$ cat src/rtl/can_mac_rx_destuffer_param_pkg.sv
// ---------------------------------------------------------------------------
// can_pkg
//   Shared types and helpers for the CAN MAC RX destuffer slice.
//   - ds_mode_e : destuffing mode selected per sampled bit
//   - RECESSIVE : bus idle / reset value of the last-seen bit
//   - cnt_width / ptr_width : width helpers for counters and FIFO pointers
// ---------------------------------------------------------------------------
package can_pkg;

  typedef enum logic [1:0] {
    DS_OFF,
    DS_DYNAMIC,
    DS_FIXED
  } ds_mode_e;

  localparam logic RECESSIVE = 1'b1;

  // Bits needed to hold values 0..max_val.
  function automatic int unsigned cnt_width(input int unsigned max_val);
    return (max_val < 2) ? 1 : $clog2(max_val + 1);
  endfunction

  // Bits needed to address depth entries (without the wrap bit).
  function automatic int unsigned ptr_width(input int unsigned depth);
    return (depth < 2) ? 1 : $clog2(depth);
  endfunction

endpackage

$ cat src/rtl/can_mac_rx_destuffer_param_fifo.sv
// ---------------------------------------------------------------------------
// can_bit_fifo
//   First-word-fall-through single-bit FIFO. o_dout always shows the head
//   entry straight from storage, so a pushed bit is visible the edge after
//   the push. Pointers carry one extra wrap bit to tell full from empty.
//   Ports:
//     clk, reset   : clock, async active-high reset
//     i_flush      : synchronous clear, wins over push/pop
//     i_push, i_din: write request and data (accepted when not full, or
//                    when a pop happens in the same cycle)
//     i_pop        : read request (ignored when empty)
//     o_dout       : head entry
//     o_full/o_empty : occupancy flags
// ---------------------------------------------------------------------------
module can_bit_fifo
  import can_pkg::*;
#(
  parameter int unsigned DEPTH = 4
) (
  input  logic clk,
  input  logic reset,
  input  logic i_flush,
  input  logic i_push,
  input  logic i_din,
  input  logic i_pop,
  output logic o_dout,
  output logic o_full,
  output logic o_empty
);

  localparam int unsigned PW = ptr_width(DEPTH);

  logic [DEPTH-1:0] r_mem;
  logic [PW:0]      r_wr_ptr;
  logic [PW:0]      r_rd_ptr;

  logic w_do_pop;
  logic w_do_push;

  assign o_empty = (r_wr_ptr == r_rd_ptr);
  assign o_full  = (r_wr_ptr[PW] != r_rd_ptr[PW]) &&
                   (r_wr_ptr[PW-1:0] == r_rd_ptr[PW-1:0]);
  assign o_dout  = r_mem[r_rd_ptr[PW-1:0]];

  assign w_do_pop  = i_pop && !o_empty;
  // When full, the write lands in the slot the same-cycle pop vacates.
  assign w_do_push = i_push && (!o_full || w_do_pop);

  always_ff @(posedge clk or posedge reset) begin
    if (reset) begin
      r_mem    <= '0;
      r_wr_ptr <= '0;
      r_rd_ptr <= '0;
    end else if (i_flush) begin
      r_mem    <= '0;
      r_wr_ptr <= '0;
      r_rd_ptr <= '0;
    end else begin
      if (w_do_push) begin
        r_mem[r_wr_ptr[PW-1:0]] <= i_din;
        r_wr_ptr                <= r_wr_ptr + 1'b1;
      end
      if (w_do_pop) begin
        r_rd_ptr <= r_rd_ptr + 1'b1;
      end
    end
  end

endmodule

$ cat src/rtl/can_mac_rx_destuffer_param.sv
// ---------------------------------------------------------------------------
// can_mac_rx_destuffer_param
//   Removes CAN stuff bits between the RX bit sampler and the MAC frame FSM.
//   Dynamic mode drops the complementary bit after STUFF_LEN identical bits;
//   fixed mode (FD CRC) drops one bit every FIXED_PERIOD+1 bits, starting
//   with the first bit of the field. Kept bits are buffered in a small FWFT
//   FIFO with a valid/ready handshake. Any stuff violation locks the
//   destuffer until restart/reset.
//   Ports:
//     clk, reset         : clock, async active-high reset
//     can_clk_en         : bit-time strobe, bit_in sampled when high
//     bit_in             : stuffed bit
//     destuffing_enable  : stuff removal active (SOF..CRC)
//     fixed_stuff_en     : fixed-stuff mode (needs destuffing_enable)
//     restart            : synchronous clear of all state and the FIFO
//     bit_out, valid     : FIFO head and non-empty flag
//     ready              : consumer accepts bit_out this cycle
//     stuff_error        : one-cycle pulse on a stuff violation
//     err_locked         : sticky error, pushes suppressed
//     overflow           : one-cycle pulse when a kept bit is lost
//     stuff_count        : dynamic stuff bits removed, wraps
// ---------------------------------------------------------------------------
module can_mac_rx_destuffer_param
  import can_pkg::*;
#(
  parameter int unsigned STUFF_LEN    = 5,
  parameter int unsigned FIXED_PERIOD = 4,
  parameter int unsigned FIFO_DEPTH   = 4,
  parameter int unsigned CNT_W        = 3
) (
  input  logic             clk,
  input  logic             reset,
  input  logic             can_clk_en,
  input  logic             bit_in,
  input  logic             destuffing_enable,
  input  logic             fixed_stuff_en,
  input  logic             restart,
  output logic             bit_out,
  output logic             valid,
  input  logic             ready,
  output logic             stuff_error,
  output logic             err_locked,
  output logic             overflow,
  output logic [CNT_W-1:0] stuff_count
);

  localparam int unsigned RW = cnt_width(STUFF_LEN);
  localparam int unsigned FW = cnt_width(FIXED_PERIOD);
  localparam logic [RW-1:0] RUN_MAX = RW'(STUFF_LEN);
  localparam logic [RW-1:0] RUN_ONE = RW'(1);
  localparam logic [FW-1:0] FIX_MAX = FW'(FIXED_PERIOD);

  logic [RW-1:0]    r_run_len;
  logic             r_last_bit;
  logic [FW-1:0]    r_fix_cnt;
  logic             r_fix_active;
  logic             r_err_locked;
  logic             r_stuff_err;
  logic             r_overflow;
  logic [CNT_W-1:0] r_stuff_cnt;

  ds_mode_e         w_mode;
  logic             w_same;
  logic [RW-1:0]    w_run_track;
  logic [RW-1:0]    w_run_nxt;
  logic             w_last_nxt;
  logic [FW-1:0]    w_fix_cnt_nxt;
  logic             w_fix_active_nxt;
  logic             w_push;
  logic             w_err;
  logic             w_cnt_inc;
  logic             w_pop;
  logic             w_full;
  logic             w_empty;
  logic             w_ovf;

  assign valid       = !w_empty;
  assign w_pop       = !w_empty && ready;
  assign w_ovf       = w_push && w_full && !w_pop;
  assign stuff_error = r_stuff_err;
  assign err_locked  = r_err_locked;
  assign overflow    = r_overflow;
  assign stuff_count = r_stuff_cnt;

  always_comb begin
    w_mode = DS_OFF;
    if (destuffing_enable) begin
      w_mode = fixed_stuff_en ? DS_FIXED : DS_DYNAMIC;
    end

    w_same      = (bit_in == r_last_bit);
    w_run_track = RUN_ONE;
    if (w_same) begin
      w_run_track = (r_run_len == RUN_MAX) ? r_run_len : r_run_len + RUN_ONE;
    end

    w_run_nxt        = r_run_len;
    w_last_nxt       = r_last_bit;
    w_fix_cnt_nxt    = r_fix_cnt;
    w_fix_active_nxt = r_fix_active;
    w_push           = 1'b0;
    w_err            = 1'b0;
    w_cnt_inc        = 1'b0;

    if (can_clk_en) begin
      w_run_nxt        = w_run_track;
      w_last_nxt       = bit_in;
      // Tracks the mode of the previous sampled bit so the first bit of a
      // fixed-stuff field is recognised as a stuff bit.
      w_fix_active_nxt = (w_mode == DS_FIXED);
      if (!r_err_locked) begin
        unique case (w_mode)
          DS_OFF: begin
            w_push = 1'b1;
          end
          DS_DYNAMIC: begin
            if (r_run_len == RUN_MAX) begin
              if (w_same) w_err = 1'b1;
              else        w_cnt_inc = 1'b1;
            end else begin
              w_push = 1'b1;
            end
          end
          DS_FIXED: begin
            if (!r_fix_active || (r_fix_cnt == FIX_MAX)) begin
              w_fix_cnt_nxt = '0;
              w_run_nxt     = RUN_ONE;
              if (w_same) w_err = 1'b1;
            end else begin
              w_push        = 1'b1;
              w_fix_cnt_nxt = r_fix_cnt + 1'b1;
            end
          end
          default: ;
        endcase
      end
    end
  end

  always_ff @(posedge clk or posedge reset) begin
    if (reset) begin
      r_run_len    <= '0;
      r_last_bit   <= RECESSIVE;
      r_fix_cnt    <= '0;
      r_fix_active <= 1'b0;
      r_err_locked <= 1'b0;
      r_stuff_err  <= 1'b0;
      r_overflow   <= 1'b0;
      r_stuff_cnt  <= '0;
    end else if (restart) begin
      r_run_len    <= '0;
      r_last_bit   <= RECESSIVE;
      r_fix_cnt    <= '0;
      r_fix_active <= 1'b0;
      r_err_locked <= 1'b0;
      r_stuff_err  <= 1'b0;
      r_overflow   <= 1'b0;
      r_stuff_cnt  <= '0;
    end else begin
      r_run_len    <= w_run_nxt;
      r_last_bit   <= w_last_nxt;
      r_fix_cnt    <= w_fix_cnt_nxt;
      r_fix_active <= w_fix_active_nxt;
      r_err_locked <= r_err_locked | w_err;
      r_stuff_err  <= w_err;
      r_overflow   <= w_ovf;
      r_stuff_cnt  <= r_stuff_cnt + CNT_W'(w_cnt_inc);
    end
  end

  can_bit_fifo #(
    .DEPTH (FIFO_DEPTH)
  ) u_fifo (
    .clk     (clk),
    .reset   (reset),
    .i_flush (restart),
    .i_push  (w_push),
    .i_din   (bit_in),
    .i_pop   (w_pop),
    .o_dout  (bit_out),
    .o_full  (w_full),
    .o_empty (w_empty)
  );

endmodule

$ cat config.mk
export PLATFORM = sky130hd
export DESIGN_NAME = can_mac_rx_destuffer_param
export DESIGN_NICKNAME = d
export VERILOG_FILES = /design/src/rtl/can_mac_rx_destuffer_param_pkg.sv /design/src/rtl/can_mac_rx_destuffer_param_fifo.sv /design/src/rtl/can_mac_rx_destuffer_param.sv
export SDC_FILE = /design/constraint.sdc
export NUM_CORES = 1
export LEC_CHECK = 0
export CORE_ASPECT_RATIO = 0.75
export CORE_MARGIN = 1
export CORE_UTILIZATION = 59
export CTS_BUF_LIST = sky130_fd_sc_hd__clkbuf_16
export CTS_CLUSTER_DIAMETER = 40
export DETAILED_ROUTE_END_ITERATION = 10
export GPL_TIMING_DRIVEN = 0
export PLACE_DENSITY = 0.85
export SLEW_MARGIN = 5
export SYNTH_ARGS = -nofsm -noshare
export SYNTH_HDL_FRONTEND = slang
export SYNTH_SLANG_ARGS = --single-unit
$ cat constraint.sdc
create_clock -name clk -period 3.05 [get_ports clk]
set_input_delay 0.7625 -clock clk [delete_from_list [all_inputs] [get_ports clk]]
set_output_delay 0.7625 -clock clk [all_outputs]
set_load 0.005 [all_outputs]
Word level (Yosys, flattened, before mapping)
Index checks and enable logic that the tools add are counted.
{ "op_classes": {"n_addsub": 5, "mux": 49, "bitwise_logic": 1, "n_reduce_logical": 19, "magnitude_cmp": 3, "n_eq_ne": 9} }
{ "op_table": {"columns": ["operator", "count"], "rows": [
  ["3-bit 2-to-1 mux", 17],
  ["1-bit 2-to-1 mux", 23],
  ["3-bit by 1-bit adder with 3-bit output, second input constant", 4],
  ["4-bit 2-to-1 mux", 2],
  ["2-bit nonzero test", 4],
  ["1-bit logical AND", 7],
  ["3-bit equality test, second input constant", 2],
  ["2-bit by 3-bit < comparator with 1-bit output, second input constant", 2],
  ["4-bit bitwise mux", 1],
  ["1-bit zero test", 4],
  ["2-bit 2-to-1 mux", 2],
  ["3-bit by 1-bit adder with 3-bit output", 1],
  ["3-bit equality test", 1],
  ["1-bit one-hot mux with 3 select lines", 1],
  ["3-bit AND reduction", 1],
  ["1-bit binary-select mux with 2-bit select", 1],
  ["1-bit demux with 2-bit select", 1],
  ["2-bit by 1-bit equality test with 1-bit output, second input constant", 1],
  ["2-bit equality test", 1],
  ["2-bit equality test, second input constant", 1],
  ["2-bit by 1-bit >= comparator with 1-bit output, second input constant", 1],
  ["2-bit zero test", 1],
  ["1-bit logical OR", 2],
  ["2-bit inequality test, second input constant", 1],
  ["4 further kinds", 4]
]} }
{ "word_totals": {"output_inout_bits": 8, "regBits": 24} }

Depth between registers and ports, before layout
{ "logic_depth": {"word_depth": 9, "ltp_mapped": 8, "mapped_depth_nobuf": 8} }

By module
From an unflattened synthesis, not the netlist that was laid out.
{ "hier_totals": {"hier_cells": 132, "area_unflattened_um2": 1408.9} }
{ "by_module_without_submodules": {"columns": ["mod", "seq_area_each_um2", "cells_each", "n_inst", "area_per_inst_um2"], "rows": [
  ["can_mac_rx_destuffer_param", 351.6, 77, 1, 797.0],
  ["can_bit_fifo", 250.2, 55, 1, 611.8]
]} }

Worst setup path before layout
No wires, ideal clock.
{ "synth_path": {"kind": "reg-to-output", "from": "register u_fifo.r_wr_ptr[1]", "to": "output port valid", "arrival_time_ns": 1.117, "n_path_buf": 0, "path_slack_ns": 1.171, "stages_incl_launch_ff": 3, "path_cell_list": "dfrtp_1 -> xor2_2 -> or3_2"} }
{ "synth_via": {"elab_chain_cells": 2} }
{ "synth_lines": {"columns": ["element", "line", "rtl"], "rows": [
  ["from (decl)", "can_mac_rx_destuffer_param_fifo.sv:34", "logic [PW:0] r_wr_ptr;"],
  ["from (signal assigned)", "can_mac_rx_destuffer_param_fifo.sv:61", "r_wr_ptr <= r_wr_ptr + 1'b1;"],
  ["3-bit equality test", "can_mac_rx_destuffer_param_fifo.sv:40", "assign o_empty = (r_wr_ptr == r_rd_ptr);"],
  ["1-bit zero test", "can_mac_rx_destuffer_param.sv:77", "assign valid = !w_empty;"],
  ["to (decl)", "can_mac_rx_destuffer_param.sv:39", "output logic valid,"]
]} }
No other way between the ends.

Worst setup path after layout
{ "layout_path": {"from": "register u_fifo.r_wr_ptr[0]", "to": "output port valid"} }
Same word-level chain as after synthesis.

==> results.yml <==
run_status:
  outcome: "finished, final reports clean"
grt:
  overflow: 0
  grt_first_pass_wirelength_um: 5216
  grt_max_degree: 25
  first_global_vias: 1147
  grt_antenna_before_repair: 0
  grtUsageTotal_pct: 27.29
sta:
  relSlewSlack_pct: 39.48
  finalSetupViolations: 0
  tns_ns: 0
  worst-slew-pin-transition_ns: 0.9069
  fin_crit_ns: 2.641
  hold_viol: 0
  max_freq_ghz: 0.3786
  skew_ns: 0.006031
  rsz0062_at_grt: "false"
  finalMaxSlewViolations: 0
  finalCritPeriodShare_pct: 86.59
placed_design:
  dp_hpwl_um: 2191
  gp_congestion: 0.8389
  port_buffers: 14
synth:
  ys.warnings.count: 0
  synth_largest_area_cell: "dfrtp_1"
  synth_edf_count: 0
  ys_types: 43
  avgSynthCellArea_um2: 10.55
  syn-num-nets: 153
  synthCells: 134
  synth_seq_cells: 24
  ys_async_sr_fraction_pct: 100.0
  yosys_most_used_dff: "dfrtp_1"
  synth_top_area_share_pct: 40.71
  synth_area_mm2: 0.001414
  synth.area.top_cells: "dfrtp_1 41%, ha_1 9.7%, mux2i_1 3.5%"
  yosysSeqAreaShare_pct: 42.57
final_layout:
  drive_gt1_share_pct: 7.237
  fillers: 155
  nets: 172
  mostFrequentLayoutCell: "dfrtp_1"
  antenna_cells: 0
  area_growth_pct: 18.32
  layout_common_cells: "23 x dfrtp_1, 14 x clkdlybuf4s50_1, 11 x ha_1, 10 x nor2_1"
die:
  dieArea_mm2: 0.002598
  initial_core_util_pct: 66.16
  fp-row-count: 14
  die_h_um: 44.40
  core_area_mm2: 0.002137
  die_w_um: 58.53
  io_pins: 16
routing:
  wl_per_cell_um: 16.42
  vias_per_cell: 6.033
  drc_errors: 0
  top_layer_used: "met4"
  drtAntennaViolNets: 0
  drtPass1Iterations: 4
  met1_length_um: 1324
  wl_met2_um: 1524
  wl_met3_um: 162
  drt_iter0_markers: 46
  dr_total_vias: 1110
  wl_um: 3021
critical_path:
  required_ns: 2.29
  rr_startpoint: "r_fix_cnt[0]"
  timing.rr.end: "u_fifo.r_wr_ptr[1]"
  path_class: "reg2out"
  worstPathArrival_ns: 1.88
  r2r_cells: 6
  startpoint_type: "flop"
  path_max_fanout: 6
  critPathCaptureType: "output port"
  rrSetupSlack_ns: 1.11
cts:
  cts_tree: "done"
  postCtsResizedCells: 0
  tritoncts.num_buffers: 3
  post_cts_buffers: 0
  clkTransAtPathRegs_ns: 0.06
  htreeDepth: 1
  clockBufferDepth: 2
  cts_hold_buf: 0
  cts-root-buf: "clkbuf_16"
  clkLatencyLatePin_ns: 0.26
  clock-sinks: 24
worst_hold_path:
  whs_path_depth: 2
  worst_hold_startpoint: "u_fifo.r_mem[2]"
  hold_end: "u_fifo.r_mem[2]"
  hold_path_class: "reg2reg"
flow_run:
  max-cap-violations: 0
power_and_ir_drop:
  p_leak_nw: 0.7541
  p_per_area_mw_per_mm2: 452.0
  peakVddDrop_mv: 0.4385
  p_total_w: 0.0007562
==> cell families (layout without fill, tap and decap cells) <==
kind of cell	after synthesis	in the layout	share of synthesized area, %
AND/OR/NAND/NOR	44	44	18.50
AO/OA/AOI/OAI	29	29	14.60
flip-flops	24	24	42.57
buffers and inverters	12	30	3.186
adder cells (fa/ha/maj)	11	11	9.734
XOR/XNOR	8	8	6.018
multiplexers	6	6	5.399
==> per-stage QoR <==
step,hold slack [ns],area [µm²],setup slack (ns),utilization [%],std cells
global route,0.5778,1673,0.3467,78.28,184
global placement,0.5228,1594,0.5735,74.59,180
CTS,0.5476,1673,0.4045,78.28,184
finish,0.5429,1673,0.4089,78.28,184
detailed placement,0.5394,1594,0.5085,74.59,180
floorplan,0.4943,1414,1.171,-,134
==> power by group <==
part	leakage (nW)	internal [W]	switching [W]
registers	0.328	0.000330	0.0000165
logic	0.388	0.0000575	0.0000667
clock network	0.0385	0.000175	0.000110
==> worst max path at each step <==
| stage | from | end | slack (ns) | cells after the start |
|---|---|---|---|---|
| final | u_fifo.r_wr_ptr[0] | valid | 0.41 | 3 |
| after CTS | u_fifo.r_wr_ptr[1] | valid | 0.40 | 3 |
| after floorplan | u_fifo.r_wr_ptr[1] | valid | 1.17 | 2 |
| after global placement | destuffing_enable | stuff_count[1] | 0.57 | 6 |
| after detailed placement | destuffing_enable | stuff_count[1] | 0.51 | 6 |
| after global routing | u_fifo.r_wr_ptr[1] | valid | 0.35 | 3 |
==> layout make-up <==
type | count | area (µm²) | share of cell area, %
inverter | 9 | 33.78 | 2.019
tap | 32 | 40.04 | 2.393
timing repair buffer | 14 | 140.1 | 8.377
buffer | 3 | 11.26 | 0.6732
multi-input combinational | 98 | 767.0 | 45.85
clock buffer | 3 | 75.07 | 4.488
sequential | 24 | 601.8 | 35.98
clock inverter | 1 | 3.754 | 0.2244
==> flip-flops by register name (all words and copies together), names as in the netlist, 3 cells and up <==
| name | count |
|---|---|
| u_fifo.r_rd_ptr | 3 |
| u_fifo.r_wr_ptr | 3 |
| stuff_count | 3 |
| u_fifo.r_mem | 4 |
| r_run_len | 3 |
| r_fix_cnt | 3 |
==> synthesized netlist by cell type (all sizes together) (2+ instances only) <==
| library cell | number |
|---|---|
| a21oi | 8 |
| and3 | 2 |
| clkbuf | 3 |
| dfrtp | 23 |
| ha | 11 |
| inv | 8 |
| mux2i | 5 |
| nand2 | 8 |
| nand3 | 4 |
| nand3b | 2 |
| nand4b | 3 |
| nor2 | 10 |
| nor2b | 3 |
| nor3b | 4 |
| o211a | 2 |
| o21ai | 4 |
| o31ai | 4 |
| or3 | 2 |
| xnor2 | 3 |
| xor2 | 5 |
==> routing by layer <==
metal  global-route usage (%)  up-vias
li1                         -      520
met1                    33.52      544
met2                    46.90       44
met3                    7.895        2
met4                    9.048        0
met5                        0        -
==> critical path: stages, from the launching register on <==
cell and delay [ns]:
dfrtp_1 0.46, xor2_2 0.25, or3_2 0.46, clkdlybuf4s50_1 0.46
(Power assumes the default switching activity.)
